[src/rtl/step_sequencer.sv]
// step_sequencer
//   Runs one Pac-Man game step per game_tick. Each step hands the shared
//   maze RAM read port to one unit at a time: the Pac-Man mover first, then
//   each ghost mover in ascending index order, then the collision checker.
//   Each unit gets a one-cycle go pulse, and the next unit starts only after
//   the current one reports done. The block also owns the frightened-mode
//   timer and the completed-step counter.
//
// Ports
//   Clk, Reset        50 MHz clock, asynchronous active-high reset
//   game_tick         one-cycle pulse per game step
//   pause             level; blocks the start of new steps
//   power_pellet      one-cycle pulse; reloads the frightened timer
//   pac_done          Pac-Man mover finished
//   ghost_done[i]     ghost mover i finished
//   coll_done         collision checker finished
//   pac_go            start pulse to the Pac-Man mover
//   ghost_go[i]       one-hot start pulse to ghost mover i
//   coll_go           start pulse to the collision checker
//   step_busy         a step is in progress
//   frightened        frightened timer is nonzero
//   overrun           sticky; a tick arrived while a step was running
//   timeout_err       sticky; a unit never answered and was forced done
//   step_count        completed steps, wraps at 16 bits
module step_sequencer #(
    parameter int NUM_GHOSTS   = 4,
    parameter int FRIGHT_TICKS = 16,
    parameter int STEP_TIMEOUT = 1024
) (
    input  logic                  Clk,
    input  logic                  Reset,
    input  logic                  game_tick,
    input  logic                  pause,
    input  logic                  power_pellet,
    input  logic                  pac_done,
    input  logic [NUM_GHOSTS-1:0] ghost_done,
    input  logic                  coll_done,
    output logic                  pac_go,
    output logic [NUM_GHOSTS-1:0] ghost_go,
    output logic                  coll_go,
    output logic                  step_busy,
    output logic                  frightened,
    output logic                  overrun,
    output logic                  timeout_err,
    output logic [15:0]           step_count
);
    localparam int GW = (NUM_GHOSTS > 1) ? $clog2(NUM_GHOSTS) : 1;
    localparam int TW = (STEP_TIMEOUT > 2) ? $clog2(STEP_TIMEOUT) : 1;
    localparam int FW = $clog2(FRIGHT_TICKS + 1);

    localparam logic [GW-1:0] LAST_GHOST = GW'(NUM_GHOSTS - 1);
    // The counter reads 0 in the first wait cycle, so this value is seen in
    // wait cycle STEP_TIMEOUT-1, the cycle in which the counter would reach
    // STEP_TIMEOUT-1.
    localparam logic [TW-1:0] TO_LAST    = TW'(STEP_TIMEOUT - 2);
    localparam logic [FW-1:0] FR_LOAD    = FW'(FRIGHT_TICKS);

    typedef enum logic [2:0] {
        IDLE, PAC_GO, PAC_WAIT, GHOST_SEL, GHOST_WAIT, COLL_GO, COLL_WAIT, FINISH
    } state_t;

    state_t                  state, state_nxt;
    logic [GW-1:0]           gidx, gidx_nxt;
    logic [TW-1:0]           to_cnt;
    logic [FW-1:0]           fright_cnt, fright_nxt;
    logic [15:0]             step_count_nxt;
    logic [NUM_GHOSTS-1:0]   ghost_go_nxt;
    logic                    in_wait, to_hit, to_set;

    assign in_wait = (state == PAC_WAIT) || (state == GHOST_WAIT) || (state == COLL_WAIT);
    assign to_hit  = in_wait && (to_cnt == TO_LAST);

    // Next state and ghost index. A timeout counts as done; to_set marks
    // the cases where it was the timeout and not the unit that finished.
    always_comb begin
        state_nxt = state;
        gidx_nxt  = gidx;
        to_set    = 1'b0;
        unique case (state)
            IDLE:       if (game_tick && !pause) state_nxt = PAC_GO;
            PAC_GO:     state_nxt = PAC_WAIT;
            PAC_WAIT: begin
                if (pac_done || to_hit) begin
                    state_nxt = GHOST_SEL;
                    gidx_nxt  = '0;
                    to_set    = !pac_done;
                end
            end
            GHOST_SEL: begin
                // ghost_go holds this cycle's pulse; none means the ghost is
                // being skipped.
                if (|ghost_go)                state_nxt = GHOST_WAIT;
                else if (gidx == LAST_GHOST)  state_nxt = COLL_GO;
                else                          gidx_nxt  = gidx + GW'(1);
            end
            GHOST_WAIT: begin
                if (ghost_done[gidx] || to_hit) begin
                    to_set = !ghost_done[gidx];
                    if (gidx == LAST_GHOST) begin
                        state_nxt = COLL_GO;
                    end else begin
                        state_nxt = GHOST_SEL;
                        gidx_nxt  = gidx + GW'(1);
                    end
                end
            end
            COLL_GO:    state_nxt = COLL_WAIT;
            COLL_WAIT: begin
                if (coll_done || to_hit) begin
                    state_nxt = FINISH;
                    to_set    = !coll_done;
                end
            end
            FINISH:     state_nxt = IDLE;
            default:    state_nxt = IDLE;
        endcase
    end

    // Timer, counter and the registered go pulses. The go pulse for a ghost
    // is decided from the frightened value that will be registered when the
    // FSM enters GHOST_SEL for that ghost, so a pellet arriving mid-step
    // affects the ghosts that have not been selected yet.
    always_comb begin
        fright_nxt = fright_cnt;
        if (power_pellet)
            fright_nxt = FR_LOAD;
        else if (state == FINISH && fright_cnt != '0)
            fright_nxt = fright_cnt - FW'(1);

        step_count_nxt = step_count;
        if (state == FINISH) step_count_nxt = step_count + 16'd1;

        ghost_go_nxt = '0;
        if (state_nxt == GHOST_SEL && !((fright_nxt != '0) && step_count[0]))
            ghost_go_nxt[gidx_nxt] = 1'b1;
    end

    always_ff @(posedge Clk or posedge Reset) begin
        if (Reset) begin
            state       <= IDLE;
            gidx        <= '0;
            to_cnt      <= '0;
            fright_cnt  <= '0;
            step_count  <= '0;
            pac_go      <= 1'b0;
            ghost_go    <= '0;
            coll_go     <= 1'b0;
            step_busy   <= 1'b0;
            frightened  <= 1'b0;
            overrun     <= 1'b0;
            timeout_err <= 1'b0;
        end else begin
            state       <= state_nxt;
            gidx        <= gidx_nxt;
            // Every go pulse sits in a non-wait state, so the counter is
            // already zero by the first cycle of each wait.
            to_cnt      <= in_wait ? to_cnt + TW'(1) : '0;
            fright_cnt  <= fright_nxt;
            frightened  <= (fright_nxt != '0);
            step_count  <= step_count_nxt;
            pac_go      <= (state_nxt == PAC_GO);
            ghost_go    <= ghost_go_nxt;
            coll_go     <= (state_nxt == COLL_GO);
            step_busy   <= (state_nxt != IDLE);
            if (game_tick && state != IDLE) overrun <= 1'b1;
            if (to_set) timeout_err <= 1'b1;
        end
    end

endmodule

[config.mk]
export PLATFORM = sky130hd
export DESIGN_NAME = step_sequencer
export DESIGN_NICKNAME = d
export VERILOG_FILES = /design/src/rtl/step_sequencer.sv
export SDC_FILE = /design/constraint.sdc
export NUM_CORES = 1
export LEC_CHECK = 0
export CELL_PAD_IN_SITES_DETAIL_PLACEMENT = 1
export CELL_PAD_IN_SITES_GLOBAL_PLACEMENT = 2
export CORE_MARGIN = 1
export CORE_UTILIZATION = 40
export DETAILED_ROUTE_END_ITERATION = 10
export DONT_BUFFER_PORTS = 1
export GPL_TIMING_DRIVEN = 1
export PLACE_DENSITY = 0.82
export SYNTH_ARGS = -nofsm -noshare
export SYNTH_HDL_FRONTEND = slang
export SYNTH_SLANG_ARGS = --single-unit
[constraint.sdc]
create_clock -name Clk -period 2.9 [get_ports Clk]
set_clock_uncertainty 0.05 [all_clocks]
set_input_delay 0.435 -clock Clk [delete_from_list [all_inputs] [get_ports Clk]]
set_output_delay 0.435 -clock Clk [all_outputs]
set_load 0.05 [all_outputs]
Word-level counts from Yosys, hierarchy flattened
Index checks and enable logic that the tools add are counted.

storage, ports and cells
  register bits after elaboration = 46
  input bits = 11
  output and inout port bits = 26
  logic and storage cells = 79

operators by class
  $add $sub $neg = 4
  magnitude comparators = 3
  equality and inequality tests = 12
  multiplexer cells = 25
  reduce and logical (&&, ||, !) cells = 23

operator list
  cell                     number
  $pmux W3 S8              1
  $mux W3                  7
  $add A16 B1 Y16 const B  1
  $eq A3 B3 Y1 const B     5
  $add A10 B1 Y10 const B  1
  $eq A10 B10 Y1 const B   1
  $mux W10                 1
  $mux W5                  2
  $reduce_bool A5 Y1       2
  $eq A3 B2 Y1 const B     3
  $mux W2                  4
  $logic_and A1 B1 Y1      7
  $eq A3 B1 Y1 const B     2
  $lt A2 B3 Y1 const B     2
  $pmux W2 S3              1
  $reduce_bool A3 Y1       2
  $logic_not A1 Y1         5
  $logic_or A1 B1 Y1       5
  $mux W1                  5
  $sub A5 B1 Y5 const B    1
  $mux W4                  1
  $reduce_or A4 Y1         1
  $logic_not A3 Y1         1
  $pmux W1 S3              1
  5 further kinds          5

Depth between registers and ports, before layout
Gate-level depths: netlist of run 1.

  depth in word-level cells = 12
  mapped depth = 8
  mapped depth without buffers = 8

Worst setup path before layout of run 1
Ideal clock, no wire load.

  path kind = reg-to-reg
  start point = register ghost_go[1]
  end point = register ghost_go[0]
  setup time = 101 ps
  data arrival time = 2,001 ps
  data required time = 2,749 ps
  setup slack = 748 ps
  cell stages (with the launch flop) = 7
  path buffers = 1
  clock period less this slack = 2,152 ps
  cells stage by stage = dfrtp_1 nor4_1 o21a_1 o22ai_1 or3_1 buf_2 nor4_1

on the way
  word-level cells in the longest chain between the ends = 8
  elaborated cells on any way between the ends = 13
  those cells by class = order compare: 2; eq/ne: 1; mux: 7; reduce/logical: 3

RTL lines
  item                                                                line  text
  start: declaration                                                  39    output logic [NUM_GHOSTS-1:0] ghost_go,
  start signal: assignment                                            162   ghost_go <= ghost_go_nxt;
  $reduce_or A4 Y1 *                                                  92    if (|ghost_go) state_nxt = GHOST_WAIT;
  $mux W2 *                                                           92
  $pmux W2 S3 *                                                       79    unique case (state)
  via gidx_nxt[0]                                                     63    logic [GW-1:0] gidx, gidx_nxt;
  $lt A2 B3 Y1 (not written as such) or $ge A2 B1 Y1 (tied branches)  135   ghost_go_nxt[gidx_nxt] = 1'b1;
  $logic_and A1 B1 Y1 (not written as such)                           135
  $mux W1 (not written as such)                                       135
  $demux W1 S2 *                                                      135
  $mux W4 *                                                           134   if (state_nxt == GHOST_SEL && !((fright_nxt != '0) && step_count[0]))
  via ghost_go_nxt[0]                                                 67    logic [NUM_GHOSTS-1:0] ghost_go_nxt;

Mark *: on every way through the listed nets, which the timed path passes. The rest lies on a longest branch.
A chain may end at the register's enable or synchronous reset.

Worst setup path in the final report of run 1
  start point = register fright_cnt[0]
  end point = register ghost_go[3]

on the way
  word-level cells in the longest chain between the ends = 9
  elaborated cells on any way between the ends = 10
  those cells by class = add/sub: 1; mux: 3; reduce/logical: 6

RTL lines
  item                                                   line  text
  start: declaration                                     65    logic [FW-1:0] fright_cnt, fright_nxt;
  start signal: assignment                               158   fright_cnt <= fright_nxt;
  branches (longest 2 deep; another with $sub A5 B1 Y5)  -
  $mux W5 *                                              127   else if (state == FINISH && fright_cnt != '0)
  $mux W5 *                                              125   if (power_pellet)
  $reduce_bool A5 Y1 *                                   134
  $logic_and A1 B1 Y1 *                                  134
  $logic_not A1 Y1 *                                     134
  $logic_and A1 B1 Y1 *                                  134
  $mux W4 *                                              134
  via ghost_go_nxt[3]                                    67

Mark *: on every way through the listed nets, which the timed path passes.

==> flow_metrics.py, run 1 <==
metrics = {
    "status": {
        "status": "complete, no violations",
    },
    "synth": {
        "synth-seq-cells": 46,
        "yosysSeqAreaShare_pct": 49.8,
        "synth_top_area_share_pct": 49.8,
        "yosys.area.top_type": "dfrtp_1",
        "ys.flop_type": "dfrtp_1",
        "synth-async-reset-ratio_pct": 100,
        "synth.area.top_cells": "dfrtp_1 50%, xnor2_1 4.2%, xor2_1 4.2%",
        "syn_area_um2": 2310,
        "synth_nets": 241,
        "synth.distinct_cells": 52,
        "avgSynthCellArea_um2": 10.3,
        "synth-edff-count": 0,
        "yosysWarnings": 0,
        "postSynthCellCount": 225,
    },
    "routing": {
        "drt-vias-per-instance": 5.52,
        "wl_per_cell_um": 16.9,
        "vias": 1700,
        "dr.pass1.iters": 4,
        "drcViolationCount": 0,
        "ant_nets": 0,
        "drtIter0Drc": 63,
        "wirelength_um": 5200,
    },
    "critical_path": {
        "worstPathArrival_ns": 2.61,
        "crit_fanout": 5,
        "worstPathRequired_ns": 3.05,
        "start_kind": "flop",
        "end_kind": "flop",
        "critical_path_class": "flop to flop",
    },
    "die": {
        "start_util_pct": 41.7,
        "core_um2": 5540,
        "core.rowCount": 27,
        "die_y_um": 78.0,
        "ios": 37,
        "die_w_um": 78.0,
        "die-area_um2": 6090,
    },
    "clocking": {
        "htree_levels": 2,
        "clock_latency_ns": 0.30,
        "cts_tree": "done",
        "numCtsBuffers": 5,
        "clkSinkCount": 46,
        "clkSlewWorstSetupHoldPaths_ns": 0.09,
        "clock_path_buffers": 2,
        "postCtsSetupRepairBufs": 0,
        "ctsResizeCount": 0,
        "hold_buffers": 0,
        "root_buffer": "clkbuf_8",
    },
    "sta": {
        "slew_headroom_pct": 37.7,
        "setup_viol": 0,
        "rsz0062_at_grt": "false",
        "finalHoldViolations": 0,
        "fin_crit_ns": 2.45,
        "fin_hold_ws_ns": 0.135,
        "fmax_mhz": 408,
        "setup-tns-final_ns": 0,
        "fin_crit_sh_pct": 84.6,
        "tightest_slew_ns": 0.934,
        "slew_violations": 0,
    },
    "pwr": {
        "power_density_nw_per_um2": 901,
        "leakagePower_nw": 1.11,
        "intPower_mw": 1.27,
        "ir_drop_mv": 0.555,
        "p_clk_share_pct": 17.3,
        "p_comb_share_pct": 39.8,
        "p_sw_mw": 1.01,
        "pwr-share-seq_pct": 42.9,
        "p_sw_share_pct": 44.3,
    },
    "placed_design": {
        "place_hpwl_um": 3870,
        "portBuffers": 0,
        "gp_congestion": 0.820,
        "numPlacedInstances": 300,
    },
    "worst_hold_path": {
        "min_path_type": "input pin to flop",
    },
    "global_route": {
        "grt_max_degree": 47,
        "grt_use_total_pct": 19.1,
        "grt.overflow.total": 0,
        "grt_pass1_wl_um": 8920,
        "grtUsageMet3_pct": 4.88,
        "antenna_found_initial": 0,
        "grt.met1_usage_pct": 25.9,
        "grt_use_met2_pct": 29.6,
        "grt_pass1_vias": 1788,
        "busiest_layer": "met2",
    },
    "layout": {
        "finalNonFillerCells": 308,
        "nets": 251,
        "final_common_cell": "dfrtp_1",
        "finish.utilization_pct": 45.5,
        "antennaDiodeCount": 0,
        "mostFrequentLayoutCells": "46 x dfrtp_1, 23 x nor2_1, 14 x nand3_1, 14 x nand2_1",
        "layout-area-overhead-vs-synth_pct": 8.99,
        "drive_above_1_share_pct": 12.3,
    },
    "job": {
        "max_cap_violations": 0,
    },
}
[state kept, by name (all words and copies together) (netlist names)]
register     cells
to_cnt          10
gidx             2
coll_go          1
state            3
ghost_go         4
fright_cnt       5
frightened       1
step_count      16
overrun          1
pac_go           1
step_busy        1
timeout_err      1
[cell families after synthesis]
| logic type | after synthesis | share of synthesized area, % |
|---|---|---|
| buf+inv | 17 | 3.36 |
| flops | 46 | 49.8 |
| compound gates | 35 | 10.7 |
| mux | 3 | 1.89 |
| simple gates | 97 | 23.2 |
| fa+ha+maj | 5 | 2.71 |
| xor+xnor | 22 | 8.34 |
[metal layers]
metal / routed length [um] / share of wire (%)
met5: 0 / 0
met4: 74 / 1.4
met1: 2490 / 48
met2: 2370 / 46
met3: 267 / 5.1
[layout make-up]
| cell class | count | area [um^2] |
|---|---|---|
| Clock buffer | 6 | 72.6 |
| Clock inverter | 2 | 13.8 |
| Fill cell | 660 | 3020 |
| Inverter | 11 | 41.3 |
| Multi-Input combinational cell | 162 | 1080 |
| Sequential cell | 46 | 1150 |
| Tap cell | 72 | 90.1 |
| Timing Repair Buffer | 9 | 67.6 |
[critical path, stage by stage (launching register included)]
cell and delay [ns]:
dfrtp_1 0.44, inv_1 0.11, ha_1 0.18, nor4b_1 0.65, o21ai_0 0.17, a211o_1 0.31
o2bb2ai_2 0.16, nor4b_2 0.29
[worst paths after layout]
| path | from | to | slack, ns | cells after the start |
|---|---|---|---|---|
| max reg2reg | fright_cnt[0] | ghost_go[3] | 0.45 | 7 |
| min | power_pellet | fright_cnt[2] | 0.14 | 1 |
| max | fright_cnt[0] | ghost_go[3] | 0.45 | 7 |
| min in group asynchronous | Reset | step_count[11] | 0.16 | 1 |
| min reg2reg | to_cnt[0] | to_cnt[0] | 0.48 | 1 |
| max in group asynchronous | Reset | step_count[2] | 2.06 | 1 |
[synth_stat cells, types with 2 or more instances]
| cell | number |
|---|---|
| buf_2 | 2 |
| and3_1 | 4 |
| o21bai_1 | 2 |
| o21a_1 | 2 |
| nor3_1 | 11 |
| inv_1 | 10 |
| ha_1 | 5 |
| nand4_1 | 4 |
| dfrtp_1 | 46 |
| o21ai_0 | 7 |
| and2_1 | 2 |
| a21oi_1 | 7 |
| xor2_1 | 11 |
| a211o_1 | 2 |
| or3b_2 | 2 |
| or3_1 | 3 |
| nand2_1 | 14 |
| xnor2_1 | 11 |
| a211oi_1 | 2 |
| nor2b_1 | 3 |
| nor4_1 | 3 |
| nand3b_1 | 3 |
| clkbuf_1 | 2 |
| nor2_1 | 23 |
| a22oi_1 | 2 |
| a31oi_1 | 3 |
| nand3_1 | 14 |
[metrics by stage]
stage                     setup WS [ns]  instance area, um^2  power (mW)
after detailed placement          0.478                 2430        1.89
after CTS                         0.472                 2520        2.30
after global routing              0.231                 2520        2.44
after global placement            0.633                 2430        1.87
after floorplan                   0.748                 2310        1.65
final                             0.446                 2520        2.27
[power by group through the flow]
stage	clock, mW	sequential [mW]	combinational (mW)
final	0.392	0.975	0.903
after floorplan	0	1.03	0.617
after detailed placement	0	0.984	0.908
after global placement	0	0.977	0.889
after global routing	0.437	0.998	1.00
after CTS	0.416	0.972	0.913
No activity file was read; power rests on OpenSTA's default activity.
==> run 2, diff against run 1 <==
- clock period: 2.9 -> 2.48 ns (I/O delays scaled with it)
==> flow_metrics.py, run 2 (synthesis gave the netlist of run 1 again) <==
metrics = {
    "placed_design": {
        "place_area_um2": 2540,
        "portBuffers": 0,
        "numPlacedInstances": 314,
        "place_hpwl_um": 3820,
        "gp_congestion": 0.776,
    },
    "layout": {
        "regMostFlops": "step_count",
        "fin_area_um2": 2640,
        "antennaDiodeCount": 0,
        "reg_top3": "step_count x16, to_cnt x10, fright_cnt x5",
        "largest_reg_flops": 16,
        "layout-area-overhead-vs-synth_pct": 14.2,
        "nets": 266,
        "fill_cells": 648,
        "final_common_cell": "dfrtp_1",
        "finalNonFillerCells": 323,
        "drive_above_1_share_pct": 17.5,
        "mostFrequentLayoutCells": "46 x dfrtp_1, 23 x nor2_1, 23 x buf_4",
    },
    "routing": {
        "dr.pass1.iters": 4,
        "drtIter0Drc": 70,
        "drt-vias-per-instance": 5.52,
        "vias": 1783,
        "ant_nets": 0,
        "drcViolationCount": 0,
        "wirelength_um": 5140,
        "wl_per_cell_um": 15.9,
    },
    "global_route": {
        "grt.overflow.total": 0,
        "grt_pass1_wl_um": 8850,
        "grt_pass1_vias": 1813,
        "grt_max_degree": 36,
        "antenna_found_initial": 0,
        "grt_use_total_pct": 18.9,
    },
    "pwr": {
        "ir_drop_mv": 0.439,
        "power_density_nw_per_um2": 1030,
        "leakagePower_nw": 1.19,
        "design_power_total_mw": 2.73,
    },
    "sta": {
        "finalHoldViolations": 0,
        "slew_violations": 0,
        "rsz0062_at_grt": "false",
        "tightest_slew_ns": 0.573,
        "fin_crit_sh_pct": 93.5,
        "fin_hold_ws_ns": 0.0700,
        "setup-tns-final_ns": 0,
        "slew_headroom_pct": 61.8,
        "setup_viol": 0,
        "fmax_mhz": 431,
        "fin_crit_ns": 2.32,
    },
    "clocking": {
        "numCtsBuffers": 5,
        "clock_latency_ns": 0.31,
        "clkSlewWorstSetupHoldPaths_ns": 0.08,
        "htree_levels": 2,
        "cts_tree": "done",
        "root_buffer": "clkbuf_8",
        "clkSinkCount": 46,
        "clock_path_buffers": 2,
        "postCtsSetupRepairBufs": 0,
    },
    "job": {
        "max_cap_violations": 0,
    },
    "die": {
        "start_util_pct": 41.7,
        "die-area_um2": 6090,
        "ios": 37,
        "die_w_um": 78.0,
        "core.rowCount": 27,
        "die_y_um": 78.0,
        "core_um2": 5540,
    },
    "critical_path": {
        "crit_fanout": 5,
        "start_kind": "flop",
        "critical_path_class": "flop to flop",
        "end_kind": "flop",
        "worstPathRequired_ns": 2.64,
        "worstPathArrival_ns": 2.48,
        "reg2reg_depth": 7,
    },
    "status": {
        "status": "complete, no violations",
    },
    "worst_hold_path": {
        "min_path_type": "input pin to flop",
        "hold_depth": 1,
    },
}
run 2: changes by cell type in the layout (fill, tap and decap cells not counted), sizes merged:
cell,delta
dlygate4sd3,+1
buf,+14
run 2: stage by stage:
stage	setup slack (ns)	util, %
global placement	0.279	45.8
detailed placement	0.123	45.8
global route	0.0485	47.7
CTS	0.105	47.5
finish	0.161	47.7
floorplan	0.328	-
run 2: what timing repair did:
item	CTS	global route
hold endpoints to repair	11	0
setup endpoints to repair	0	4
gates resized for setup	0	1
hold buffers	1	0
run 2: worst paths after layout:
path / endpoint / slack [ns] / from
worst min-delay path: fright_cnt[0] / 0.07 / power_pellet
max in group asynchronous: fright_cnt[4] / 1.25 / Reset
worst max-delay path: ghost_go[3] / 0.16 / fright_cnt[0]
worst max register to register: ghost_go[3] / 0.16 / fright_cnt[0]
worst min register to register: to_cnt[0] / 0.47 / to_cnt[0]
min in group asynchronous: step_count[15] / 0.40 / Reset
run 2: metal layers:
layer	wire length [um]	GRT usage [%]	vias up
met5	0	0	-
met3	283	4.19	6
met1	2460	26.0	887
met4	65	8.89	0
li1	-	-	846
met2	2330	28.5	44
run 2: report_power, final:
group          switching, mW  total, mW  internal (mW)
clock                  0.263      0.462          0.199
sequential             0.218       1.10          0.879
combinational          0.700       1.17          0.467
run 2: worst max-delay path, cell delays in order (launching register included):
cell	delay [ns]
dfrtp_1	0.42
inv_1	0.09
ha_1	0.23
nor4b_2	0.19
or4_1	0.48
a211o_1	0.34
o2bb2ai_2	0.16
nor4b_2	0.27
run 2: final cells by class:
| cell class | instances | area, um^2 | share of cell area (%) |
|---|---|---|---|
| Inverter | 11 | 41.3 | 1.56 |
| Clock inverter | 2 | 13.8 | 0.521 |
| Multi-Input combinational cell | 162 | 1090 | 41.2 |
| Tap cell | 72 | 90.1 | 3.41 |
| Clock buffer | 6 | 72.6 | 2.75 |
| Timing Repair Buffer | 24 | 183 | 6.92 |
| Sequential cell | 46 | 1150 | 43.6 |
==> run 3, diff against run 2 <==
- RECOVER_POWER: default -> 25
==> flow_metrics.py, run 3 (synthesis gave the netlist of run 1 again) <==
metrics = {
    "status": {
        "status": "complete, no violations",
    },
    "layout": {
        "drive_above_1_share_pct": 12.7,
        "regMostFlops": "step_count",
        "final_common_cell": "dfrtp_1",
        "mostFrequentLayoutCells": "46 x dfrtp_1, 23 x nor2_1, 14 x nand3_1, 14 x nand2_1, 12 x clkbuf_1",
        "largest_reg_flops": 16,
        "nets": 266,
        "antennaDiodeCount": 0,
        "layout-area-overhead-vs-synth_pct": 12.3,
        "reg_top3": "step_count x16, to_cnt x10, fright_cnt x5",
    },
    "global_route": {
        "grt_pass1_wl_um": 8850,
        "grt_max_degree": 36,
        "grt_use_total_pct": 18.9,
        "antenna_found_initial": 0,
        "grt_pass1_vias": 1813,
        "grt.overflow.total": 0,
    },
    "pwr": {
        "intPower_mw": 1.52,
        "p_sw_share_pct": 43.8,
        "leakagePower_nw": 1.14,
        "p_clk_share_pct": 17.2,
        "p_sw_mw": 1.18,
        "p_comb_share_pct": 42.2,
        "ir_drop_mv": 0.416,
        "power_density_nw_per_um2": 1040,
        "pwr-share-seq_pct": 40.6,
    },
    "critical_path": {
        "max_stage_delay_ns": 0.48,
        "start_kind": "flop",
        "crit_chain": "inv_1, ha_1, nor4b_2, or4_1, a211o_1, o2bb2ai_2, nor4b_2",
        "reg2reg_depth": 7,
        "worst_path_max_delay_cell": "or4_1",
        "r2r_slack_ns": 0.16,
        "worstPathRequired_ns": 2.64,
        "crit_fanout": 5,
        "worstPathArrival_ns": 2.48,
        "cp_common_cell": "nor4b_2",
        "critical_path_class": "flop to flop",
        "end_kind": "flop",
    },
    "routing": {
        "drcViolationCount": 0,
        "dr.pass1.iters": 4,
        "vias": 1784,
        "ant_nets": 0,
        "drtIter0Drc": 79,
        "wl_per_cell_um": 15.9,
        "drt-vias-per-instance": 5.52,
        "wirelength_um": 5140,
    },
    "clocking": {
        "root_buffer": "clkbuf_8",
        "numCtsBuffers": 5,
        "clkSlewWorstSetupHoldPaths_ns": 0.09,
        "clkSinkCount": 46,
        "clock_latency_ns": 0.31,
        "cts_tree": "done",
        "htree_levels": 2,
        "clock_path_buffers": 2,
        "postCtsSetupRepairBufs": 0,
    },
    "placed_design": {
        "portBuffers": 0,
        "gp_congestion": 0.776,
        "place_hpwl_um": 3820,
    },
    "sta": {
        "fin_crit_sh_pct": 93.6,
        "slew_headroom_pct": 41.2,
        "finalHoldViolations": 0,
        "slew_violations": 0,
        "setup-tns-final_ns": 0,
        "fin_hold_ws_ns": 0.0693,
        "tightest_slew_ns": 0.883,
        "fin_crit_ns": 2.32,
        "fmax_mhz": 431,
        "rsz0062_at_grt": "false",
        "setup_viol": 0,
    },
    "die": {
        "die_y_um": 78.0,
        "die_w_um": 78.0,
        "core_um2": 5540,
        "die-area_um2": 6090,
        "ios": 37,
        "start_util_pct": 41.7,
        "core.rowCount": 27,
    },
    "worst_hold_path": {
        "hold_depth": 1,
        "min_path_type": "input pin to flop",
    },
    "job": {
        "max_cap_violations": 0,
    },
}
run 3: worst max-delay path, delay by kind of cell, from the launching register on:
family,cells,cell delay [ns]
adder cells (fa/ha/maj),1,0.23
buffers and inverters,1,0.09
AO/OA/AOI/OAI,2,0.50
flip-flops,1,0.42
AND/OR/NAND/NOR,3,0.94
run 3: path summary, 6_finish.rpt:
check                               from              to
hold reg to reg                to_cnt[0]       to_cnt[0]
setup reg to reg           fright_cnt[0]     ghost_go[3]
min in group asynchronous          Reset  step_count[15]
hold / removal              power_pellet   fright_cnt[0]
setup / recovery           fright_cnt[0]     ghost_go[3]
max in group asynchronous          Reset   fright_cnt[4]
run 3: power groups by stage:
stage          Combinational, mW  Sequential, mW  Clock, mW
2_1_floorplan              0.721            1.21          0
6_report                    1.14            1.10      0.463
4_1_cts                     1.18            1.09      0.476
3_5_place_dp                1.17            1.11          0
5_1_grt                     1.26            1.13      0.504
3_3_place_gp                1.16            1.11          0
run 3: area by class of cell:
| class | instances | area, um^2 |
|---|---|---|
| Clock inverter | 2 | 13.8 |
| Sequential cell | 46 | 1150 |
| Tap cell | 72 | 90.1 |
| Inverter | 11 | 41.3 |
| Clock buffer | 6 | 72.6 |
| Fill cell | 652 | 2940 |
| Multi-Input combinational cell | 162 | 1090 |
| Timing Repair Buffer | 24 | 139 |
run 3: per-layer routing:
layer	global-route usage, %	vias up	wire (um)
met3	4.19	6	288
met2	28.5	44	2330
met1	26.0	888	2450
met4	8.89	0	65
met5	0	-	0
li1	-	846	-
run 3: per-stage QoR:
step                setup slack [ns]  power (mW)  std cells  utilization (%)  instance area (um^2)
global route                  0.0264        2.89        323             46.9                  2600
CTS                            0.105        2.75        323             47.5                  2630
global placement               0.279        2.26        314             45.8                  2540
detailed placement             0.123        2.28        314             45.8                  2540
finish                         0.160        2.70        323             46.9                  2600
floorplan                      0.328        1.93        225                -                  2310
run 3: what timing repair did:
item / 4_1_cts / 5_1_grt
endpoints found under the hold margin: 11 / 0
setup endpoints to repair: 0 / 4
gates resized for setup: 0 / 1
hold buffers: 1 / 0
